[src/rtl/pipe_pkg.sv]
// Shared constants and FSM state type for the pipeline hazard/redirect controller.
package pipe_pkg;

  localparam logic [3:0]  STALL_NONE    = 4'b0000;
  localparam logic [3:0]  STALL_LOADUSE = 4'b0011;
  localparam logic [3:0]  STALL_DIV     = 4'b0111;
  localparam logic [31:0] BOOT_PC       = 32'h0000_3000;

  typedef enum logic [1:0] {
    StIdle,
    StDivBusy,
    StFlush
  } pipe_state_e;

endpackage

[src/rtl/pipe_div_timer.sv]
// Multi-cycle divide down-counter; raises a one-cycle div_done after the count expires.
module pipe_div_timer
  import pipe_pkg::*;
#(
  parameter int unsigned DIV_CYCLES = 32
) (
  input  logic clk,
  input  logic rst_n,
  input  logic start,
  input  logic run,
  input  logic abort,
  output logic expire,
  output logic div_done
);

  localparam int unsigned CntW = (DIV_CYCLES > 1) ? $clog2(DIV_CYCLES) : 1;

  logic [CntW-1:0] cnt_q, cnt_d;
  logic            done_q, done_d;

  // Start cycle already counts as a stall cycle, hence the -2 preload.
  always_comb begin
    cnt_d = cnt_q;
    if (abort) begin
      cnt_d = '0;
    end else if (start) begin
      cnt_d = CntW'(DIV_CYCLES - 2);
    end else if (run && (cnt_q != '0)) begin
      cnt_d = cnt_q - CntW'(1);
    end
  end

  assign expire = run && (cnt_q == '0);
  assign done_d = expire && !abort;

  always_ff @(posedge clk or negedge rst_n) begin
    if (!rst_n) begin
      cnt_q  <= '0;
      done_q <= 1'b0;
    end else begin
      cnt_q  <= cnt_d;
      done_q <= done_d;
    end
  end

  assign div_done = done_q;

endmodule

[src/rtl/pipe_ctrl.sv]
// Pipeline stall/flush controller: load-use and divide stalls, exception/eret redirect.
// Optional stall statistics counter enabled by defining PIPE_CTRL_STALL_CNT_EN.
module pipe_ctrl
  import pipe_pkg::*;
#(
  parameter int unsigned DIV_CYCLES = 32,
  parameter logic [31:0] EXC_VECTOR = 32'h0000_3180
) (
  input  logic        clk,
  input  logic        rst_n,
  input  logic        stallreq_id,
  input  logic        div_start,
  input  logic        exc_req,
  input  logic        eret_req,
  input  logic [31:0] epc,
  output logic [3:0]  stall,
  output logic        flush,
  output logic [31:0] new_pc,
  output logic        div_done,
  output logic        busy,
  output logic [31:0] stall_cycles
);

  pipe_state_e state_q, state_d;
  logic [31:0] new_pc_q;
  logic        redirect;
  logic        div_go;
  logic        expire;

  assign redirect = exc_req || eret_req;
  // A redirect in the same cycle swallows the divide request.
  assign div_go   = (state_q == StIdle) && div_start && !redirect;

  pipe_div_timer #(
    .DIV_CYCLES (DIV_CYCLES)
  ) u_div_timer (
    .clk      (clk),
    .rst_n    (rst_n),
    .start    (div_go),
    .run      (state_q == StDivBusy),
    .abort    (redirect),
    .expire   (expire),
    .div_done (div_done)
  );

  always_comb begin
    state_d = state_q;
    if (redirect) begin
      state_d = StFlush;
    end else begin
      case (state_q)
        StIdle:    if (div_start) state_d = StDivBusy;
        StDivBusy: if (expire) state_d = StIdle;
        StFlush:   state_d = StIdle;
        default:   state_d = StIdle;
      endcase
    end
  end

  always_comb begin
    stall = STALL_NONE;
    if (state_q != StFlush) begin
      if (stallreq_id)                          stall = stall | STALL_LOADUSE;
      if (state_q == StDivBusy)                 stall = stall | STALL_DIV;
      if ((state_q == StIdle) && div_start)     stall = stall | STALL_DIV;
    end
  end

  always_ff @(posedge clk or negedge rst_n) begin
    if (!rst_n) begin
      state_q  <= StIdle;
      new_pc_q <= BOOT_PC;
    end else begin
      state_q <= state_d;
      if (exc_req) begin
        new_pc_q <= EXC_VECTOR;
      end else if (eret_req) begin
        new_pc_q <= epc;
      end
    end
  end

  assign flush  = (state_q == StFlush);
  assign busy   = (state_q == StDivBusy);
  assign new_pc = new_pc_q;

`ifdef PIPE_CTRL_STALL_CNT_EN
  logic [31:0] stall_cnt_q;

  always_ff @(posedge clk or negedge rst_n) begin
    if (!rst_n) begin
      stall_cnt_q <= '0;
    end else if ((stall != STALL_NONE) && (stall_cnt_q != 32'hFFFF_FFFF)) begin
      stall_cnt_q <= stall_cnt_q + 32'd1;
    end
  end

  assign stall_cycles = stall_cnt_q;
`else
  assign stall_cycles = '0;
`endif

endmodule

[config.mk]
export PLATFORM = sky130hd
export DESIGN_NAME = pipe_ctrl
export DESIGN_NICKNAME = d
export VERILOG_FILES = /design/src/rtl/pipe_pkg.sv /design/src/rtl/pipe_div_timer.sv /design/src/rtl/pipe_ctrl.sv
export SDC_FILE = /design/constraint.sdc
export NUM_CORES = 1
export LEC_CHECK = 0
export BUFFER_PORTS_ARGS = -buffer_cell sky130_fd_sc_hd__buf_4
export CAP_MARGIN = 20
export CORE_MARGIN = 3
export CORE_UTILIZATION = 40
export DETAILED_ROUTE_END_ITERATION = 8
export HOLD_SLACK_MARGIN = 0.06
export PLACE_DENSITY_LB_ADDON = 0.05
export SLEW_MARGIN = 25
export SYNTH_ARGS = -nofsm -noshare
export SYNTH_HDL_FRONTEND = slang
export SYNTH_SLANG_ARGS = --single-unit
[constraint.sdc]
create_clock -name clk -period 1.6 [get_ports clk]
set_clock_uncertainty 0.15 [all_clocks]
set_input_delay 0.24 -clock clk [delete_from_list [all_inputs] [get_ports clk]]
set_output_delay 0.24 -clock clk [all_outputs]
set_load 0.02 [all_outputs]
# --- Yosys cells after proc, flatten, opt, wreduce, memory -nomap -nowiden ---
# Cells that the tools add are included.
# Widths: inputs -> output; s select.
classes:
  reduce_logical: 13
  eq_ne: 5
  add_sub_neg: 1
  mux: 13
ops:
  columns: ["cell", "count"]
  rows:
  - ["$mux 32", 2]
  - ["$mux 5", 3]
  - ["$mux 3", 3]
  - ["$mux 2", 4]
  - ["$logic_and 1x1->1", 5]
  - ["$logic_not 5->1", 1]
  - ["$reduce_bool 5->1", 1]
  - ["$sub 5x1->5 const B", 1]
  - ["$pmux 2 s2", 1]
  - ["$ne 3x2->1 const B", 1]
  - ["$ne 3x3->1 const B", 1]
  - ["$reduce_bool 3->1", 1]
  - ["$eq 2x1->1 const B", 1]
  - ["$eq 2x2->1 const B", 1]
  - ["$logic_not 2->1", 1]
  - ["$ne 2x2->1 const B", 1]
  - ["$reduce_and 2->1", 1]
  - ["$reduce_bool 2->1", 1]
  - ["$logic_not 1->1", 1]
  - ["$logic_or 1x1->1", 1]
totals:
  regBits: 40
  in_bits: 38
  out_inout_bits: 71

# --- Depth between registers and ports, before layout ---
depth:
  word_depth: 5
  depth_mapped: 6
  depth_no_buf: 5

# --- By module ---
# Synthesis repeated with hierarchy kept, for this count alone.
hier_totals:
  cells_unflattened: 184
  area_unflattened_um2: 2019.4
by_module_without_submodules:
  columns: ["module", "seq_area_each_um2", "area_each_um2", "cells_per_inst", "instances"]
  rows:
  - ["pipe_ctrl", 853.3, 1700.4, 153, 1]
  - ["pipe_div_timer", 150.1, 319.1, 31, 1]

# --- Worst setup path after synthesis ---
# Ideal clock, no wire load.
synth_timing:
  kind: "register to register"
  from: "register u_div_timer.cnt_q[0]"
  to: "register u_div_timer.cnt_q[1]"
  arrival_time_ns: 1.565
  n_path_buf: 1
  setup_time_ns: 0.096
  setup_slack_ns: -0.211
  stages_incl_launch_ff: 7
  path_cell_list: "dfrtp_1 inv_1 ha_1 or4b_1 buf_2 and3_4 a311oi_2"
synth_between:
  elab_chain_cells: 4
  word_cells_on_any_way: 7
synth_lines:
  columns: ["item", "line_no", "source"]
  rows:
  - ["start: declaration", "pipe_div_timer.sv:18", "logic [CntW-1:0] cnt_q, cnt_d;"]
  - ["start signal: assignment", "pipe_div_timer.sv:41", "cnt_q <= cnt_d;"]
  - ["$sub 5x1->5", "pipe_div_timer.sv:29", "cnt_d = cnt_q - CntW'(1);"]
  - ["$mux 5", "pipe_div_timer.sv:28", "end else if (run && (cnt_q != '0)) begin"]
  - ["$mux 5", "pipe_div_timer.sv:26", "end else if (start) begin"]
  - ["$mux 5", "pipe_div_timer.sv:24", "if (abort) begin"]
# Parallel ways exist; a longest one is shown, timed or not. The select of a mux whose other input is x is not followed.
# A chain may end at the register's enable or synchronous reset.

# --- Final worst setup path ---
layout_timing:
  from: "register u_div_timer.cnt_q[1]"
  to: "register u_div_timer.cnt_q[0]"
layout_between:
  elab_chain_cells: 3
layout_lines:
  columns: ["item", "line_no"]
  rows:
  - ["$reduce_bool 5->1", "pipe_div_timer.sv:28"]
  - ["$logic_and 1x1->1", "pipe_div_timer.sv:28"]
  - ["$reduce_bool 3->1 (no line)", null]
# No other way between the ends.

==> impl_metrics.csv <==
group,metric,value,unit
status,outcome,"finished, violations left",
status,violations,"setup timing",
detailed_routing,first_iter_violations,42,
place,dp.final_hpwl,3090,um
finish,layout.cells.most_common,"buf_4",
synthesis,dominantRegCellSynth,"dfrtp_1",
global_route,globalRouteOverflowTotal,0,
place,pre_cts_slack,-170,ps
finish,area.growth.synth_to_final,56.4,%
finish,design.final.nets,340,
floorplanning,fp-row-count,24,
min_path,min_from,"epc[3]",
critical_path,timing.critical_path.from,"u_div_timer.cnt_q[1]",
floorplanning,die_width,76.2,um
synthesis,synth.yosys.seq_area_share,0.509,
finish,most-common-layout-cells,"buf_4, dfrtp_1, conb_1",
critical_path,critical_path.endpoint_type,"flip-flop",
global_route,initial_antenna_violation_count,0,
finish,post_route_cells_drive_above_1_share,0.397,
sta,final_worst_path_cycle_share,1.07,
finish,n_antenna_cell,0,
place,gp_routability_congestion,0.749,
place,port_buffers,75,
pwr,power.leakage,1.60,nW
finish,multiInputGateArea,836,um2
clocking,tritoncts_num_sinks,40,
critical_path,reg2reg_from,"u_div_timer.cnt_q[1]",
sta,final.setup.worst_slack,-119,ps
detailed_routing,via_count,1605,
clocking,cts-root-buf,"clkbuf_8",
critical_path,crit_arrival,1770,ps
global_route,grt_max_degree,41,
pwr,power.density_cell_area,753,mW/mm2
synthesis,number_of_synthesized_flops_with_an_enable_pin,0,
clocking,htreeDepth,2,
synthesis,post_synth_instance_area,0.00197,mm2
global_route,grt_pass1_wl,8080,um
critical_path,setup.worst_path.class,"flip-flop to flip-flop",
synthesis,synth.ff_latch_count,40,
detailed_routing,wl_per_cell,13.3,um
clocking,insertion_delay,290,ps
sta,grt_setup_unrepaired,"true",
clocking,tritoncts_clock_tree,"done",
detailed_routing,drt_first_pass_iters,4,
clocking,cts_buffers,5,
sta,timing.final.crit_period,1720,ps
synthesis,syn-instance-count,181,
synthesis,postSynth.asyncResetShare,1.00,
sta,max-slew-margin-rel,0.666,
run,max_cap_viol_count,0,
sta,fin_worst_hold_slack,68.2,ps
detailed_routing,drt_wl_total,4870,um
detailed_routing,detail-route-antenna-nets,0,
detailed_routing,avgViaCountPerCell,4.37,
sta,finalHoldViolations,0,
critical_path,critPathLaunchType,"flip-flop",
floorplanning,start_util,0.432,
floorplanning,ios,109,
pwr,ir_worst_vdd,0.503,mV
pwr,totalPowerFinal,2.32,mW
synthesis,ys_types,29,
global_route,groute.usage.overall,0.173,
sta,fmax,0.582,GHz
floorplanning,floorplan.core_area,0.00456,mm2
detailed_routing,drcViolationCount,0,
floorplanning,die-area,0.00580,mm2
finish,filler_cell_count,377,
finish,regArea,0.00100,mm2
sta,setup_viol,5,
sta,worst_pin_slew,502,ps
global_route,via_count_of_the_first_global_routing_pass,1647,
critical_path,path_max_fanout,6,
clocking,cts.clk_slew.worst_paths,80,ps
sta,slew_viol_final,0,
synthesis,yosys_warnings,0,
floorplanning,floorplan.die.height,76.2,um
min_path,hp-class,"input port to flip-flop",
synthesis,synth_area_per_cell,10.9,um2
critical_path,worstPathRequired,1650,ps
clocking,cts_buffer_depth,2,
[report_power, final]
group / total, mW / leakage, nW / switching (mW) / internal [mW]
clock network: 0.688 / 0.0455 / 0.336 / 0.352
logic: 0.543 / 1.03 / 0.291 / 0.253
registers: 1.09 / 0.519 / 0.0276 / 1.06
[synthesized netlist by cell type (2+ instances only)]
| master | number | area, um2 |
|---|---|---|
| dfrtp_1 | 38 | 951 |
| buf_2 | 4 | 20.0 |
| clkbuf_1 | 6 | 22.5 |
| nand2_1 | 2 | 7.51 |
| inv_1 | 4 | 15.0 |
| nor2_1 | 31 | 116 |
| buf_4 | 34 | 255 |
| a21oi_1 | 2 | 10.0 |
| mux2i_1 | 28 | 280 |
| a31oi_1 | 2 | 12.5 |
| nor2b_1 | 5 | 31.3 |
| dfstp_2 | 2 | 52.6 |
| nor3_1 | 2 | 10.0 |
| o41ai_1 | 2 | 17.5 |
| a211o_1 | 4 | 35.0 |
| nand4b_1 | 2 | 17.5 |
[cell families after synthesis]
logic type      Yosys count  synth area share
fa+ha+maj                 1           0.00635
buf+inv                  48             0.159
simple gates             48             0.117
flops                    40             0.509
compound gates           15            0.0648
mux                      28             0.142
other cells               1           0.00190
[sequential cells by signal (all words and copies together) (netlist names)]
| name | flops |
|---|---|
| state_q | 2 |
| new_pc | 32 |
| u_div_timer.div_done | 1 |
| u_div_timer.cnt_q | 5 |
[path summary, 6_finish.rpt]
kind / end / slack (ps) / depth (start not counted)
worst max-delay path: u_div_timer.cnt_q[0] / -120 / 5
max in group asynchronous: state_q[0] / 610 / 2
worst min-delay path: new_pc[3] / 70 / 3
worst max register to register: u_div_timer.cnt_q[0] / -120 / 5
worst min register to register: new_pc[10] / 370 / 2
min in group asynchronous: new_pc[11] / 310 / 2
[worst max-delay path, stage by stage (launching register included)]
cell and delay (ps):
dfrtp_1 390, inv_2 80, ha_4 130, or4b_4 500, a21o_1 190, a221oi_2 200
[area by class of cell]
type                            count  area share
Tap cell                           65      0.0264
Inverter                            4     0.00649
Clock buffer                        8      0.0292
Sequential cell                    40       0.326
Multi-Input combinational cell    125       0.271
Timing Repair Buffer              125       0.341
[layer usage]
| metal | GRT usage | part of all wire |
|---|---|---|
| met1 | 0.199 | 0.41 |
| met5 | 0 | 0 |
| met3 | 0.0544 | 0.053 |
| met2 | 0.305 | 0.52 |
| met4 | 0.0580 | 0.019 |
[repair_timing]
item,CTS,global route
endpoints found under the hold margin,68,0
endpoints found under the setup margin,10,10
hold buffers,31,0
pin swaps,1,9
setup buffers,2,4
resized for setup,11,8
[stage by stage]
step / std cells / instance area [um2] / TNS (ps) / utilization
after floorplan: 213 / 2110 / -256 / -
after global placement: 322 / 2560 / -505 / 0.561
after detailed placement: 322 / 2560 / -524 / 0.561
after CTS: 363 / 3020 / -261 / 0.661
after global routing: 367 / 3080 / -528 / 0.675
final: 367 / 3080 / -240 / 0.675
Note: power is estimated with default switching activity, not from simulation.
